## src/rtl/noc_pe_injector.sv

```systemverilog
// PE transmit interface: builds mesh headers, buffers requests, injects on pesi/pedi/peri; accept->pesi is 2 edges.
// Backpressure: req_ready drops when the FIFO is full; pedi holds while pesi && !peri.
module noc_pe_injector #(
    parameter int MY_X       = 0,
    parameter int MY_Y       = 0,
    parameter int FIFO_DEPTH = 4
) (
    input  logic        clk,
    input  logic        reset,
    input  logic        req_valid,
    output logic        req_ready,
    input  logic [3:0]  req_des,
    input  logic [31:0] req_payload,
    output logic        pesi,
    output logic [63:0] pedi,
    input  logic        peri,
    output logic [15:0] tx_count,
    output logic        err_self
);
    localparam int         AW      = $clog2(FIFO_DEPTH);
    localparam logic [1:0] MX      = 2'(MY_X);
    localparam logic [1:0] MYY     = 2'(MY_Y);
    localparam logic [3:0] MY_ID   = 4'(MY_Y * 4 + MY_X);
    localparam logic [AW:0] PTR_ONE = 1;

    typedef enum logic {IDLE, SEND} state_t;

    state_t      r_state;
    logic [63:0] r_mem [FIFO_DEPTH];
    logic [AW:0] r_wptr;
    logic [AW:0] r_rptr;

    logic        w_full;
    logic        w_empty;
    logic        w_accept;
    logic        w_self;
    logic        w_push;
    logic        w_pop;
    logic        w_xfer;
    logic [1:0]  w_des_x;
    logic [1:0]  w_des_y;
    logic        w_dir_x;
    logic        w_dir_y;
    logic [1:0]  w_hop_x;
    logic [1:0]  w_hop_y;
    logic [63:0] w_pkt;
    logic [63:0] w_head;

    // Extra pointer MSB distinguishes full from empty when the indices match.
    assign w_empty  = (r_wptr == r_rptr);
    assign w_full   = (r_wptr[AW] != r_rptr[AW]) && (r_wptr[AW-1:0] == r_rptr[AW-1:0]);
    assign w_head   = r_mem[r_rptr[AW-1:0]];

    assign req_ready = reset && !w_full;
    assign w_accept  = req_valid && req_ready;
    assign w_self    = (req_des == MY_ID);
    assign w_push    = w_accept && !w_self;
    assign w_xfer    = pesi && peri;
    assign w_pop     = !w_empty && ((r_state == IDLE) || w_xfer);

    assign w_des_x = req_des[1:0];
    assign w_des_y = req_des[3:2];
    assign w_dir_x = (w_des_x > MX);
    assign w_dir_y = (w_des_y > MYY);
    assign w_hop_x = w_dir_x ? (w_des_x - MX)  : (MX - w_des_x);
    assign w_hop_y = w_dir_y ? (w_des_y - MYY) : (MYY - w_des_y);
    assign w_pkt   = {1'b0, w_dir_x, w_dir_y, 5'b0, 2'b0, w_hop_x, 2'b0, w_hop_y,
                      8'(MY_X), 8'(MY_Y), req_payload};

    always_ff @(posedge clk) begin
        if (w_push) begin
            r_mem[r_wptr[AW-1:0]] <= w_pkt;
        end
    end

    always_ff @(posedge clk) begin
        if (!reset) begin
            r_wptr <= '0;
            r_rptr <= '0;
        end else begin
            if (w_push) r_wptr <= r_wptr + PTR_ONE;
            if (w_pop)  r_rptr <= r_rptr + PTR_ONE;
        end
    end

    // Output register doubles as the one-deep skid stage in front of the router.
    always_ff @(posedge clk) begin
        if (!reset) begin
            r_state  <= IDLE;
            pesi     <= 1'b0;
            pedi     <= '0;
            tx_count <= '0;
            err_self <= 1'b0;
        end else begin
            err_self <= w_accept && w_self;
            case (r_state)
                IDLE: begin
                    if (!w_empty) begin
                        pedi    <= w_head;
                        pesi    <= 1'b1;
                        r_state <= SEND;
                    end
                end
                SEND: begin
                    if (w_xfer) begin
                        tx_count <= tx_count + 16'd1;
                        if (!w_empty) begin
                            pedi <= w_head;
                        end else begin
                            pesi    <= 1'b0;
                            pedi    <= '0;
                            r_state <= IDLE;
                        end
                    end
                end
                default: begin
                    pesi    <= 1'b0;
                    pedi    <= '0;
                    r_state <= IDLE;
                end
            endcase
        end
    end
endmodule

```

## config.mk

```make
export PLATFORM = sky130hd
export DESIGN_NAME = noc_pe_injector
export DESIGN_NICKNAME = d
export VERILOG_FILES = /design/src/rtl/noc_pe_injector.sv
export SDC_FILE = /design/constraint.sdc
export NUM_CORES = 1
export LEC_CHECK = 0
export CAP_MARGIN = 10
export CORE_MARGIN = 5
export CORE_UTILIZATION = 23
export CTS_CLUSTER_SIZE = 20
export DETAILED_ROUTE_END_ITERATION = 10
export PLACE_DENSITY_LB_ADDON = 0.25
export SYNTH_ARGS = -nofsm -noshare
export SYNTH_HDL_FRONTEND = slang
export SYNTH_SLANG_ARGS = --single-unit
```

## constraint.sdc

```tcl
create_clock -name clk -period 8.42 [get_ports clk]
set_input_delay 1.263 -clock clk [delete_from_list [all_inputs] [get_ports clk]]
set_output_delay 1.263 -clock clk [all_outputs]
set_load 0.005 [all_outputs]
```

# Word-level counts from Yosys, hierarchy flattened
# Memories as Yosys holds them, arrays and structs flattened. A register that Yosys moved wholly into a read port is not among the register bits.
# Index checks and enable logic that the tools add are counted.
op_classes:
  n_bitwise: 1
  add_sub_neg: 5
  n_mux: 17
  n_lt_le_gt_ge: 2
  reduce_logical: 15
  eq_ne: 6
op_table:
  columns: ["operator", "count"]
  rows:
  - ["$mux W64", 3]
  - ["$pmux W64 S2", 1]
  - ["$add A16 B1 Y16 const B", 1]
  - ["$mux W2", 4]
  - ["$logic_and A1 B1 Y1", 7]
  - ["$mux W1", 7]
  - ["$add A3 B1 Y3 const B", 2]
  - ["$gt A2 B1 Y1 const B", 2]
  - ["$logic_not A4 Y1", 1]
  - ["$ne A2 B1 Y1 const B", 2]
  - ["$pmux W1 S2", 2]
  - ["$reduce_and A2 Y1", 2]
  - ["$sub A1 B2 Y2 const A", 2]
  - ["$eq A3 B3 Y1", 1]
  - ["$logic_not A1 Y1", 3]
  - ["$reduce_and A3 Y1", 1]
  - ["$eq A2 B2 Y1", 1]
  - ["$ne A2 B2 Y1 const B", 1]
  - ["$logic_or A1 B1 Y1", 1]
  - ["$ne A1 B1 Y1", 1]
  - ["$not A1 Y1", 1]
word_totals:
  ramBits: 152
  output_inout_bits: 83
  in_bits: 40
  reg_bits: 89
  elab_cells: 54
  memories: 1
mem_list:
  columns: ["name", "depth", "word_bits", "read_ports", "rd_clocked_by_memory_dff", "wr", "line", "text"]
  rows:
  - ["r_mem", 4, 38, 1, 1, 1, "29", "logic [63:0] r_mem [FIFO_DEPTH];"]

# Depth between registers and ports, before layout
# Gate-level depths: netlist of the first run.
depth:
  word_depth: 8
  mapped_depth: 6
  depth_no_buf: 6

# Worst setup path before layout of the first run
# Ideal clock, no wire load.
synth_timing:
  kind: "input-to-reg"
  from: "input reset"
  to: "memory r_mem[0][0] in the netlist's numbering (enable)"
  stages: 5
  path_buffers: 1
  setup_slack_ps: 4319
  required_time_ps: 7987
  setup_ps: 433
  t_arrival_ps: 3668
  cell_sequence: "clkbuf_1 inv_1 a31oi_1 nand3_1 nor2_1"
synth_via:
  elab_chain_cells: 5
synth_rtl:
  columns: ["element", "line", "text"]
  rows:
  - ["start: declaration", "9", "input logic reset,"]
  - ["$logic_and A1 B1 Y1", "54", "assign req_ready = reset && !w_full;"]
  - ["net req_ready", "11", "output logic req_ready,"]
  - ["$logic_and A1 B1 Y1", "55", "assign w_accept = req_valid && req_ready;"]
  - ["$logic_and A1 B1 Y1", "57", "assign w_push = w_accept && !w_self;"]
  - ["$mux W1", "71", "if (w_push) begin"]
  - ["$mux W1 (implied by the code)", "72", "r_mem[r_wptr[AW-1:0]] <= w_pkt;"]
  - ["end: declaration", "29", null]
# The timed path passes the listed nets, and every way through them passes these cells.

# Worst setup path after layout of the first run
layout_timing:
  from: "input reset"
  to: "output req_ready"
layout_via:
  elab_chain_cells: 1
layout_rtl:
  columns: ["element", "line"]
  rows:
  - ["$logic_and A1 B1 Y1", "54"]
  - ["end: declaration", "11"]
# No other way between the ends.

==> metrics.md, run 1 <==
| Metric | Value |
|---|---|
| ANT cells | `0` |
| Non-Filler Instances | `1142` |
| Grt ovf | `0` |
| P per Cell Area | `284 nW/um^2` |
| Area Overhead vs Synth | `26.1%` |
| Clk_lat worst skew | `0.51 ns` |
| Die height | `201 um` |
| WL final | `18800 um` |
| R2R setup slack | `5.84 ns` |
| Largest net degree at the start of global routing | `80` |
| Crit-path max FO | `24` |
| P_leak | `3.44 nW` |
| Hold WS | `0.468 ns` |
| RSZ-0062 raised after global routing | `no` |
| Post-synth cell types | `39` |
| Synth top area cells | `edfxtp_1 54%, dfxtp_1 15%, mux4_2 10%` |
| Max Cap Violations | `0` |
| Syn_area_per_cell | `15.1 sq um` |
| Slowest-stage cell, CP | `clkdlybuf4s50_1` |
| Sequential share of the synthesized area | `69.8%` |
| Relative slew slack | `26.5%` |
| Routed metal-1 wire length | `8840 um` |
| Die area | `40500 sq um` |
| Core area | `36300 sq um` |
| Crit path buf inv count | `3` |
| Design area | `10600 sq um` |
| Vias/cell | `4.09` |
| R2r startpoint | `r_wptr[0]$_SDFFE_PN0P_` |
| Met3 wire len | `1000 um` |
| CP top delay family | `buffers and inverters` |
| Initial antenna violation count | `0` |
| Crit. Startpoint | `reset` |
| Antenna viol nets, final | `0` |
| Fill count | `3652` |
| Nets | `705` |
| DR WL/cell | `16.5 um` |
| Initial Util | `23.1%` |
| Clock root cell | `clkbuf_16` |
| Setup TNS | `0 ns` |
| Top routing layer in use | `met4` |
| Hold crit path type | `reg2reg` |
| Slowest Stage Delay on Critical Path | `0.61 ns` |
| Cells after synthesis | `557` |
| Layout cell share with drive strength beyond 1 | `13.6%` |
| DRC viols | `0` |
| CTS resizes | `0` |
| Met2 WL post-DR | `8570 um` |
| Yosys warning count | `0` |
| Via count | `4670` |
| CTS buffer count | `23` |
| Critical-path cell list | `buf_4 > inv_1 > a31oi_1 > clkdlybuf4s50_1` |
| Post-synth top area share | `54.3%` |
| CP endpoint kind | `output port` |
| Crit path to | `req_ready` |
| Fin. Hold Viols | `0` |
| Rows | `70` |
| Synth area leader | `edfxtp_1` |
| Port bufs | `96` |
| Inst Count DP | `1100` |
| Critical path type | `in2out` |
| Post-synthesis sequential element count | `217` |
| Worst path arrival time | `2.71 ns` |
| HPWL after detailed placement | `11500 um` |
| R2r endpoint | `r_mem[1][4]$_DFFE_PP_` |
| Top-Level Pins | `123` |
| Clock Sinks | `217` |
| Minimum clock period | `3.97 ns` |
| CTS max path bufs | `3` |
| Drt pass-1 iters | `4` |
| Clock Pin Slew Worst Setup and Hold Paths | `0.06 ns` |
| Worst vdd ir | `0.130 mV` |
| CTS tree | `done` |
| Hold Buf Count CTS | `0` |
| Startpoint types | `input port` |
| Die width | `201 um` |
| CP Data Required Time | `7.16 ns` |
| GP Congestion | `0.657` |
| Worst Skew | `0.0146 ns` |
| First-pass GRT wire length | `29100 um` |
| Tcrit/Tclk final | `47.1%` |
| Post-DP Area | `9840 sq um` |
| Final Max Slew Viols | `0` |
| Number of global-route vias before repair | `4768` |
| Number of H-tree levels | `1` |
| Worst slew pin tran | `1.10 ns` |
| Final setup viols | `0` |
| Worst-case reg-to-reg path depth | `5` |
| Fin util | `29.2%` |
| CP Depth | `4` |
| Setup bufs post-CTS | `0` |
| Max Freq | `252 MHz` |
| Synthesized area | `8410 sq um` |
| Total global-route track usage | `9.04%` |
| Status | `finished clean` |
| Initial drt markers | `237` |
-- cell usage in the layout (no fill, tap or decap), drive strengths merged, types with 2 or more instances in the layout --
cell,Yosys,final
ha,8,8
mux4,38,38
nor4,2,2
or3,6,6
nand2b,3,3
edfxtp,152,152
inv,21,22
nor2,17,17
conb,1,26
buf,41,8
nand3,13,13
clkinv,0,6
o22ai,37,37
clkbuf,12,30
clkdlybuf4s50,0,95
a31oi,2,2
xnor2,10,10
clkinvlp,0,2
dfxtp,65,65
xor2,5,5
a21oi,9,9
bufinv,0,3
nor3,5,5
mux2i,6,6
nand2,84,84
o21ai,8,8
-- per-stage QoR --
step                      total power, mW  worst slack, ns
after floorplan                      1.73             4.32
after global placement               2.04             4.38
after detailed placement             2.04             4.38
after CTS                            3.07             4.37
after global routing                 3.18             4.30
final                                3.01             4.45
-- power by group --
group | switching, mW | total, mW | internal (mW)
combinational | 0.282 | 0.621 | 0.338
sequential | 0.121 | 1.37 | 1.25
clock | 0.404 | 1.02 | 0.612
total | 0.808 | 3.01 | 2.20
-- layer usage --
metal / global-route usage [%] / vias to the layer above
li1: - / 2233
met1: 12.8 / 2280
met2: 14.2 / 127
met3: 2.11 / 30
met4: 1.95 / 0
met5: 0 / -
-- worst reg2reg max path, stage by stage (launching register included) --
cell	delay [ns]
dfxtp_1	0.47
xnor2_1	0.14
a31oi_1	0.28
nand3_1	0.39
nor2_4	0.50
buf_4	0.45
-- layout make-up --
class / count / area, sq um / share of cell area [%]
inverters: 21 / 78.8 / 0.744
flip-flops and latches: 217 / 5870 / 55.4
repair buffers: 103 / 1010 / 9.54
clock inverters: 12 / 139 / 1.31
well taps: 468 / 586 / 5.53
clock buffers: 30 / 622 / 5.87
multi-input cells: 291 / 2290 / 21.6
-- flip-flops by register name, summed over array words and instances (netlist names), named ones only --
name	flops
err_self	1
pedi	38
pesi	1
r_mem	152
r_rptr	3
r_state	1
r_wptr	3
tx_count	16
-- cells in the mapped netlist --
cell / count
a211o_1: 1
a21bo_2: 1
a21boi_2: 1
a21o_1: 1
a21oi_1: 9
a311oi_1: 1
a31oi_1: 2
and3_1: 1
and4_1: 1
buf_1: 5
buf_2: 7
buf_4: 29
clkbuf_1: 12
conb_1: 1
dfxtp_1: 65
edfxtp_1: 152
ha_1: 8
inv_1: 21
mux2i_1: 6
mux4_2: 38
nand2_1: 84
nand2b_1: 3
nand3_1: 12
nand3_4: 1
nand4_1: 1
nor2_1: 17
nor3_1: 4
nor3_2: 1
nor3b_1: 1
nor4_1: 1
nor4_2: 1
o21ai_0: 8
o22ai_1: 37
o311a_1: 1
o31ai_1: 1
or3_1: 6
or4_4: 1
xnor2_1: 10
xor2_1: 5
-- worst min path at each step --
stage | depth (start not counted) | from | end
floorplan | 2 | tx_count[15]$_SDFFE_PN0P_ | tx_count[15]$_SDFFE_PN0P_
global placement | 2 | tx_count[15]$_SDFFE_PN0P_ | tx_count[15]$_SDFFE_PN0P_
detailed placement | 2 | pedi[10]$_SDFFE_PN0P_ | pedi[10]$_SDFFE_PN0P_
CTS | 2 | pedi[15]$_SDFFE_PN0P_ | pedi[15]$_SDFFE_PN0P_
global route | 2 | pedi[8]$_SDFFE_PN0P_ | pedi[8]$_SDFFE_PN0P_
finish | 2 | pedi[21]$_SDFFE_PN0P_ | pedi[21]$_SDFFE_PN0P_
-- logic make-up (layout without fill, tap and decap cells) --
logic type | count (synthesis) | in the layout | synth area share, %
buffers and inverters | 74 | 166 | 4.70
DFF | 217 | 217 | 69.8
and+or+nand+nor | 135 | 135 | 7.16
AOI/OAI and AO/OA | 63 | 63 | 4.67
muxes | 44 | 44 | 10.9
other | 1 | 26 | 0.0446
xor gates and xnor gates | 15 | 15 | 1.56
adders and majority gates | 8 | 8 | 1.19
Power figures use the tool's default switching activity.
==> run 2, diff against run 1 <==
==> constraint.sdc (replaced) <==
create_clock -name clk -period 3.4 [get_ports clk]
set_input_delay 0.51 -clock clk [delete_from_list [all_inputs] [get_ports clk]]
set_output_delay 0.51 -clock clk [all_outputs]
set_load 0.005 [all_outputs]
==> run 2 against run 1 <==
Effect of this change: total power grew to 2.5 times the previous value; sequential power grew 150%; clock skew shrank 0.0045 ns; final area grew 1.2%; register-to-register slack lost 4.8 ns; wire length grew 3.4%; sequential share of layout area shrank 0.68 points; final cell count grew 0.96%; die area is the same.
==> metrics.md, run 2 (synthesis gave the netlist of run 1 again) <==
| Metric | Value |
|---|---|
| Minimum clock period | `2.57 ns` |
| GP Congestion | `0.658` |
| CP endpoint kind | `output port` |
| DR WL/cell | `16.9 um` |
| CTS resizes | `0` |
| Grt ovf | `0` |
| Initial drt markers | `251` |
| Commonest cells after routing, fill and taps aside | `152 x edfxtp_1, 95 x clkdlybuf4s50_1, 84 x nand2_1` |
| Total global-route track usage | `9.54%` |
| Design area | `10700 sq um` |
| P_leak | `3.52 nW` |
| Worst vdd ir | `0.386 mV` |
| Worst Skew | `0.0102 ns` |
| Max Cap Violations | `0` |
| Final worst slack | `0.827 ns` |
| Startpoint types | `register` |
| Critical path type | `reg2out` |
| Final setup viols | `0` |
| Relative slew slack | `36.7%` |
| Clock Sinks | `217` |
| WL final | `19500 um` |
| CTS buffer count | `25` |
| Number of global-route vias before repair | `4990` |
| Rows | `70` |
| Number of H-tree levels | `1` |
| Post-DP Area | `9910 sq um` |
| Slowest-stage cell, CP | `clkdlybuf4s50_1` |
| CTS tree | `done` |
| P per Cell Area | `713 nW/um^2` |
| Initial antenna violation count | `0` |
| Via count | `4758` |
| Vias/cell | `4.13` |
| Largest register FFs | `152` |
| Crit-path max FO | `4` |
| First-pass GRT wire length | `30700 um` |
| Initial Util | `23.1%` |
| DRC viols | `0` |
| Die area | `40500 sq um` |
| Final Max Slew Viols | `0` |
| Worst slew pin tran | `0.950 ns` |
| ANT cells | `0` |
| Die width | `201 um` |
| Setup bufs post-CTS | `0` |
| Slowest Stage Delay on Critical Path | `0.56 ns` |
| Tcrit/Tclk final | `75.7%` |
| RSZ-0062 raised after global routing | `no` |
| Fin util | `29.5%` |
| Max Freq | `389 MHz` |
| Area Overhead vs Synth | `27.6%` |
| Hold crit path type | `reg2reg` |
| Clk_lat worst skew | `0.51 ns` |
| Status | `finished clean` |
| HPWL after detailed placement | `12400 um` |
| Clock root cell | `clkbuf_16` |
| Layout cell share with drive strength beyond 1 | `14.5%` |
| Largest net degree at the start of global routing | `43` |
| Worst path arrival time | `2.06 ns` |
| Core area | `36300 sq um` |
| Fin. Hold Viols | `0` |
| Post-Place Worst Slack | `0.508 ns` |
| Antenna viol nets, final | `0` |
| Nets | `714` |
| Die height | `201 um` |
| Setup TNS | `0 ns` |
| Clock Pin Slew Worst Setup and Hold Paths | `0.06 ns` |
| Commonest non-fill, non-tap cell in the layout | `edfxtp_1` |
| Critical-path cell list | `xor2_1 > a31oi_1 > clkdlybuf4s50_1` |
| CTS max path bufs | `3` |
| Drt pass-1 iters | `4` |
| Hold Buf Count CTS | `0` |
| Top-Level Pins | `123` |
| CP Data Required Time | `2.89 ns` |
| Port bufs | `96` |
[run 2: cell types whose count changed in the layout (fill, tap and decap cells not counted)]
| cell | previous run | this run |
|---|---|---|
| clkinv_1 | 4 | 2 |
| clkbuf_16 | 23 | 25 |
| clkinvlp_4 | 2 | 0 |
| clkinv_4 | 0 | 1 |
| clkinv_2 | 2 | 1 |
| buf_12 | 0 | 2 |
| clkbuf_1 | 5 | 11 |
| buf_4 | 8 | 13 |
[run 2: layout make-up]
cell class | instances | area, sq um
fillers | 3669 | 25600
flip-flops and latches | 217 | 5870
multi-input cells | 291 | 2290
repair buffers | 110 | 1090
clock buffers | 38 | 694
well taps | 468 | 586
clock inverters | 8 | 120
inverters | 21 | 78.8
[run 2: final timing paths]
path	from	endpoint	slack, ns	cells after the start
worst max-delay path	r_rptr[2]$_SDFFE_PN0P_	req_ready	0.83	3
worst min-delay path	pedi[4]$_SDFFE_PN0P_	pedi[4]$_SDFFE_PN0P_	0.47	2
worst min register to register	pedi[4]$_SDFFE_PN0P_	pedi[4]$_SDFFE_PN0P_	0.47	2
worst max register to register	r_wptr[0]$_SDFFE_PN0P_	register	1.04	5
[run 2: worst max-delay path: cells and delay by family, from the launching register on]
| kind | cells | cell delay, ns |
|---|---|---|
| xor+xnor | 1 | 0.39 |
| compound gates | 1 | 0.21 |
| buf+inv | 1 | 0.56 |
| flops | 1 | 0.40 |
[run 2: stage by stage]
stage	instances	hold slack [ns]	power, mW
after floorplan	582	0.459	4.28
after global placement	1107	0.459	5.11
after detailed placement	1107	0.459	5.12
after CTS	1153	0.474	7.83
after global routing	1153	0.489	8.09
final	1153	0.469	7.65
[run 2: report_power, final]
group          internal [mW]  total [mW]  switching (mW)  leakage, nW
sequential              3.10        3.39           0.293         1.91
combinational          0.871        1.61           0.738         1.21
clock                   1.63        2.65            1.01        0.394
[run 2: routing by layer]
| layer | global-route usage, % | wire, um | up-vias |
|---|---|---|---|
| li1 | - | - | 2251 |
| met1 | 13.2 | 8970 | 2373 |
| met2 | 15.5 | 9160 | 114 |
| met3 | 2.16 | 972 | 20 |
| met4 | 2.00 | 349 | 0 |
| met5 | 0 | 0 | - |
==> run 3, diff against run 2 <==
==> constraint.sdc (replaced) <==
create_clock -name clk -period 2.2 [get_ports clk]
set_input_delay 0.33 -clock clk [delete_from_list [all_inputs] [get_ports clk]]
set_output_delay 0.33 -clock clk [all_outputs]
set_load 0.005 [all_outputs]
==> run 3 against run 2 <==
Effect of this change: sequential share of layout area down 1.8 points; final area up 3.5%; combinational power up 81%; via count up 1.2%.
==> metrics.md, run 3 (synthesis gave the netlist of run 1 again) <==
| Metric | Value |
|---|---|
| Final setup viols | `0` |
| Critical path type | `reg2out` |
| Slowest-stage cell, CP | `dfxtp_1` |
| CP endpoint kind | `output port` |
| DR WL/cell | `16.6 um` |
| RSZ-0062 raised after global routing | `no` |
| Critical-path cell list | `xor2_2 > a31oi_2 > dlygate4sd2_1` |
| Largest net degree at the start of global routing | `81` |
| Met3 wire len | `1040 um` |
| Setup bufs post-CTS | `0` |
| Tcrit/Tclk final | `94.3%` |
| CTS tree | `done` |
| Reg area | `5870 sq um` |
| Layout cell share with drive strength beyond 1 | `18.2%` |
| Max Cap Violations | `0` |
| Worst slew pin tran | `0.864 ns` |
| Number of H-tree levels | `1` |
| Max Freq | `482 MHz` |
| Port bufs | `96` |
| Clock root cell | `clkbuf_16` |
| Number of global-route vias before repair | `4940` |
| Commonest non-fill, non-tap cell in the layout | `edfxtp_1` |
| WL final | `19500 um` |
| CTS resizes | `3` |
| Worst vdd ir | `0.598 mV` |
| Inst Count DP | `1126` |
| Hold crit path type | `in2reg` |
| CTS buffer count | `25` |
| Clock Pin Slew Worst Setup and Hold Paths | `0.06 ns` |
| Initial drt markers | `203` |
| Non-Filler Instances | `1172` |
| Vias/cell | `4.11` |
| Startpoint types | `register` |
| Hold WS | `0.370 ns` |
| Largest register FFs | `152` |
| Rows | `70` |
| Total global-route track usage | `9.46%` |
| Worst path arrival time | `1.75 ns` |
| Top-Level Pins | `123` |
| Status | `finished clean` |
| Initial antenna violation count | `2` |
| Clock Sinks | `217` |
| CP top delay family | `flip-flops` |
| First-pass GRT wire length | `30300 um` |
| Grt ovf | `0` |
| DRC viols | `0` |
| Area Overhead vs Synth | `32.1%` |
| Fin. Hold Viols | `0` |
| Slowest Stage Delay on Critical Path | `0.43 ns` |
| Hold Buf Count CTS | `0` |
| Crit path buf inv count | `1` |
| Antenna viol nets, final | `0` |
| Setup TNS | `0 ns` |
| Commonest cells after routing, fill and taps aside | `152 x edfxtp_1, 94 x clkdlybuf4s50_1, 84 x nand2_1` |
| Die height | `201 um` |
| Die width | `201 um` |
| Met2 WL post-DR | `8780 um` |
| P_leak | `3.68 nW` |
| Initial Util | `23.1%` |
| CP Data Required Time | `1.87 ns` |
| Core area | `36300 sq um` |
| Via count | `4814` |
| Minimum clock period | `2.08 ns` |
| Drt pass-1 iters | `4` |
| Worst Skew | `0.0194 ns` |
| ANT cells | `0` |
| P per Cell Area | `1120 nW/um^2` |
| HPWL after detailed placement | `12800 um` |
| Relative slew slack | `42.4%` |
| Die area | `40500 sq um` |
| Routed metal-1 wire length | `9210 um` |
| GP Congestion | `0.659` |
| Clk_lat worst skew | `0.53 ns` |
| Final Max Slew Viols | `0` |
| Crit-path max FO | `4` |
| Top routing layer in use | `met5` |
| CTS max path bufs | `3` |
| Fill count | `3593` |
| Area occupied by multi-input gates | `2310 sq um` |
| Nets | `733` |
## run 3: worst register-to-register path: cells and delay by family, from the launching register on
kind            cells  cell delay, ns
xor+xnor            1            0.14
compound gates      1            0.29
simple gates        2            0.55
flops               1            0.46
buf+inv             1            0.19
## run 3: metal layers
metal  vias to the layer above  global-route usage [%]
met1                      2366                    13.3
li1                       2284                       -
met5                         -                       0
met4                         4                    2.27
met2                       123                    14.8
met3                        37                    2.45
## run 3: worst paths after layout
path | startpoint | endpoint | slack [ns] | depth (start not counted)
worst max-delay path | r_rptr[2]$_SDFFE_PN0P_ | req_ready | 0.12 | 3
worst min-delay path | reset | err_self$_SDFF_PN0_ | 0.37 | 4
worst max register to register | r_wptr[1]$_SDFFE_PN0P_ | r_mem[2][34]$_DFFE_PP_ | 0.28 | 5
worst min register to register | pedi[15]$_SDFFE_PN0P_ | pedi[15]$_SDFFE_PN0P_ | 0.47 | 2
## run 3: per-stage QoR
step	util, %	worst slack (ns)	instance area, sq um	power, mW
2_1_floorplan	-	0.0102	8540	6.62
3_3_place_gp	28.1	-0.0384	10200	8.13
3_5_place_dp	28.1	-0.0406	10200	8.13
4_1_cts	30.6	0.0804	11100	12.7
5_1_grt	30.6	0.00476	11100	13.1
6_report	30.6	0.125	11100	12.4
## run 3: layout make-up
class / instances / share of cell area (%)
Sequential cell: 217 / 52.9
Multi-Input combinational cell: 291 / 20.8
Timing Repair Buffer: 129 / 12.3
Clock buffer: 33 / 6.08
Tap cell: 468 / 5.27
Clock inverter: 13 / 1.95
Inverter: 21 / 0.710
## run 3: power breakdown
group	total (mW)	internal, mW	switching (mW)	leakage, nW
Clock	4.44	2.77	1.67	0.428
Sequential	5.06	4.79	0.267	1.91
Combinational	2.91	1.52	1.39	1.34
==> RTL edit (flow settings as in run 3) <==
Register the output `err_self` once more, cleared by the reset; this adds one clock of latency there. The other outputs are not delayed to match.
--- a/src/rtl/noc_pe_injector.sv
+++ b/src/rtl/noc_pe_injector.sv
@@ -26,2 +26,4 @@
     typedef enum logic {IDLE, SEND} state_t;
+
+    logic err_self_s0;
 
@@ -92,5 +94,5 @@
             tx_count <= '0;
-            err_self <= 1'b0;
+            err_self_s0 <= 1'b0;
         end else begin
-            err_self <= w_accept && w_self;
+            err_self_s0 <= w_accept && w_self;
             case (r_state)
@@ -123,2 +125,10 @@
     end
+    always_ff @(posedge clk) begin
+        if (!reset) begin
+            err_self <= '0;
+        end else begin
+            err_self <= err_self_s0;
+        end
+    end
+
 endmodule
Behaviour: not the same (a bounded check fails within 4 cycles, from zero or initial values and one cycle with reset low).
==> RTL edit against run 3 <==
Worst setup slack gained 27 ps; area after synthesis shrank 1.0%; sequential cell count grew 1; largest power group unchanged; power shrank 6.6%; design area shrank 2.6%; routed wire length shrank 4.0%; clock skew shrank 2.0 ps; utilization shrank 0.22 points.
==> RTL edit: results (changes against run 3) <==
# clk buffers=34 (was 33); Synth top cells by count=152 x edfxtp_1, 66 x dfxtp_1, 38 x a32o_1, 38 x mux4_2, 29 x buf_4 (was 152 x edfxtp_1, 84 x nand2_1, 65 x dfxtp_1); Logic inverters=10 (was 21); Clock Network Area Fraction=7.35% (was 8.03%); vias per std cell=4.19 (was 4.11); M3 GR Usage=1.99% (was 2.45%); Reg area=5900 µm² (was 5870 µm²); first-pass GRT wire length=29.2 mm (was 30.3 mm); area of the die=40100 µm² (was 40500 µm²); All-Layer GR Usage=9.18% (was 9.46%); Pre-antenna DRT Iters=5 (was 4); Wirelength per Cell=17.2 µm (was 16.6 µm); reg2reg end=r_mem[0][3] (was r_mem[2][34]); initial antenna violation count=0 (was 2); comb_multi_in=221 (was 291); Non-CTS buffers=130 (was 129); fin nets=654 (was 733); Clk pwr share=34.1% (was 35.8%); critical path's top delay family=buffers and inverters (was flip-flops); fillers=3492 (was 3593); cell with the largest stage delay on the worst path=dfxtp_4 (was dfxtp_1); hold depth=5 (was 4); vias in the first global route=4822 (was 4940); power share of the sequential group=43.5% (was 40.8%); top cells by area, synth=edfxtp_1 55%, dfxtp_1 16%, mux4_2 10%, a32o_1 4.6%, buf_4 2.6% (was edfxtp_1 54%, dfxtp_1 15%, mux4_2 10%, nand2_1 3.8%, o22ai_1 2.8%); area of the multi-input gates=2170 µm² (was 2310 µm²); Worst VDD drop=0.000701 V (was 0.000598 V); crit-path max FO=6 (was 4); pre-CTS WS=-232 ps (was -40.6 ps); Post-DP Area=10000 µm² (was 10200 µm²); status=finished, final reports clean (unchanged); GR Util met1=11.7% (was 13.3%); Hold EP=err_self_s0 (was err_self); LEAKAGE=3.57 nW (was 3.68 nW)
[RTL edit: through the flow]
stage	setup TNS [ps]	hold slack [ps]	instances
2_1_floorplan	0	412	499
3_3_place_gp	-32940	440	1039
5_1_grt	0	318	1086
4_1_cts	0	280	1086
3_5_place_dp	-30830	452	1039
6_report	0	300	1086
[RTL edit: timing repair]
action / CTS / global route
gates resized for setup: 6 / 0
endpoints found under the setup margin: 1 / 0
buffers inserted: 1 / 0
[RTL edit: logic make-up after synthesis]
| kind of cell | Yosys count | share of synthesized area [%] |
|---|---|---|
| multiplexers | 41 | 10.6 |
| AND/OR/NAND/NOR | 71 | 4.56 |
| buffers and inverters | 60 | 4.63 |
| XOR/XNOR | 20 | 2.19 |
| flip-flops | 218 | 70.7 |
| AO/OA/AOI/OAI | 55 | 6.01 |
| adder cells (fa/ha/maj) | 8 | 1.20 |
| other | 1 | 0.0451 |
[RTL edit: layer usage]
metal	vias to the layer above	wire [µm]
met2	127	9220
met4	0	412
met5	-	0
met1	2291	8070
li1	2104	-
met3	25	1030
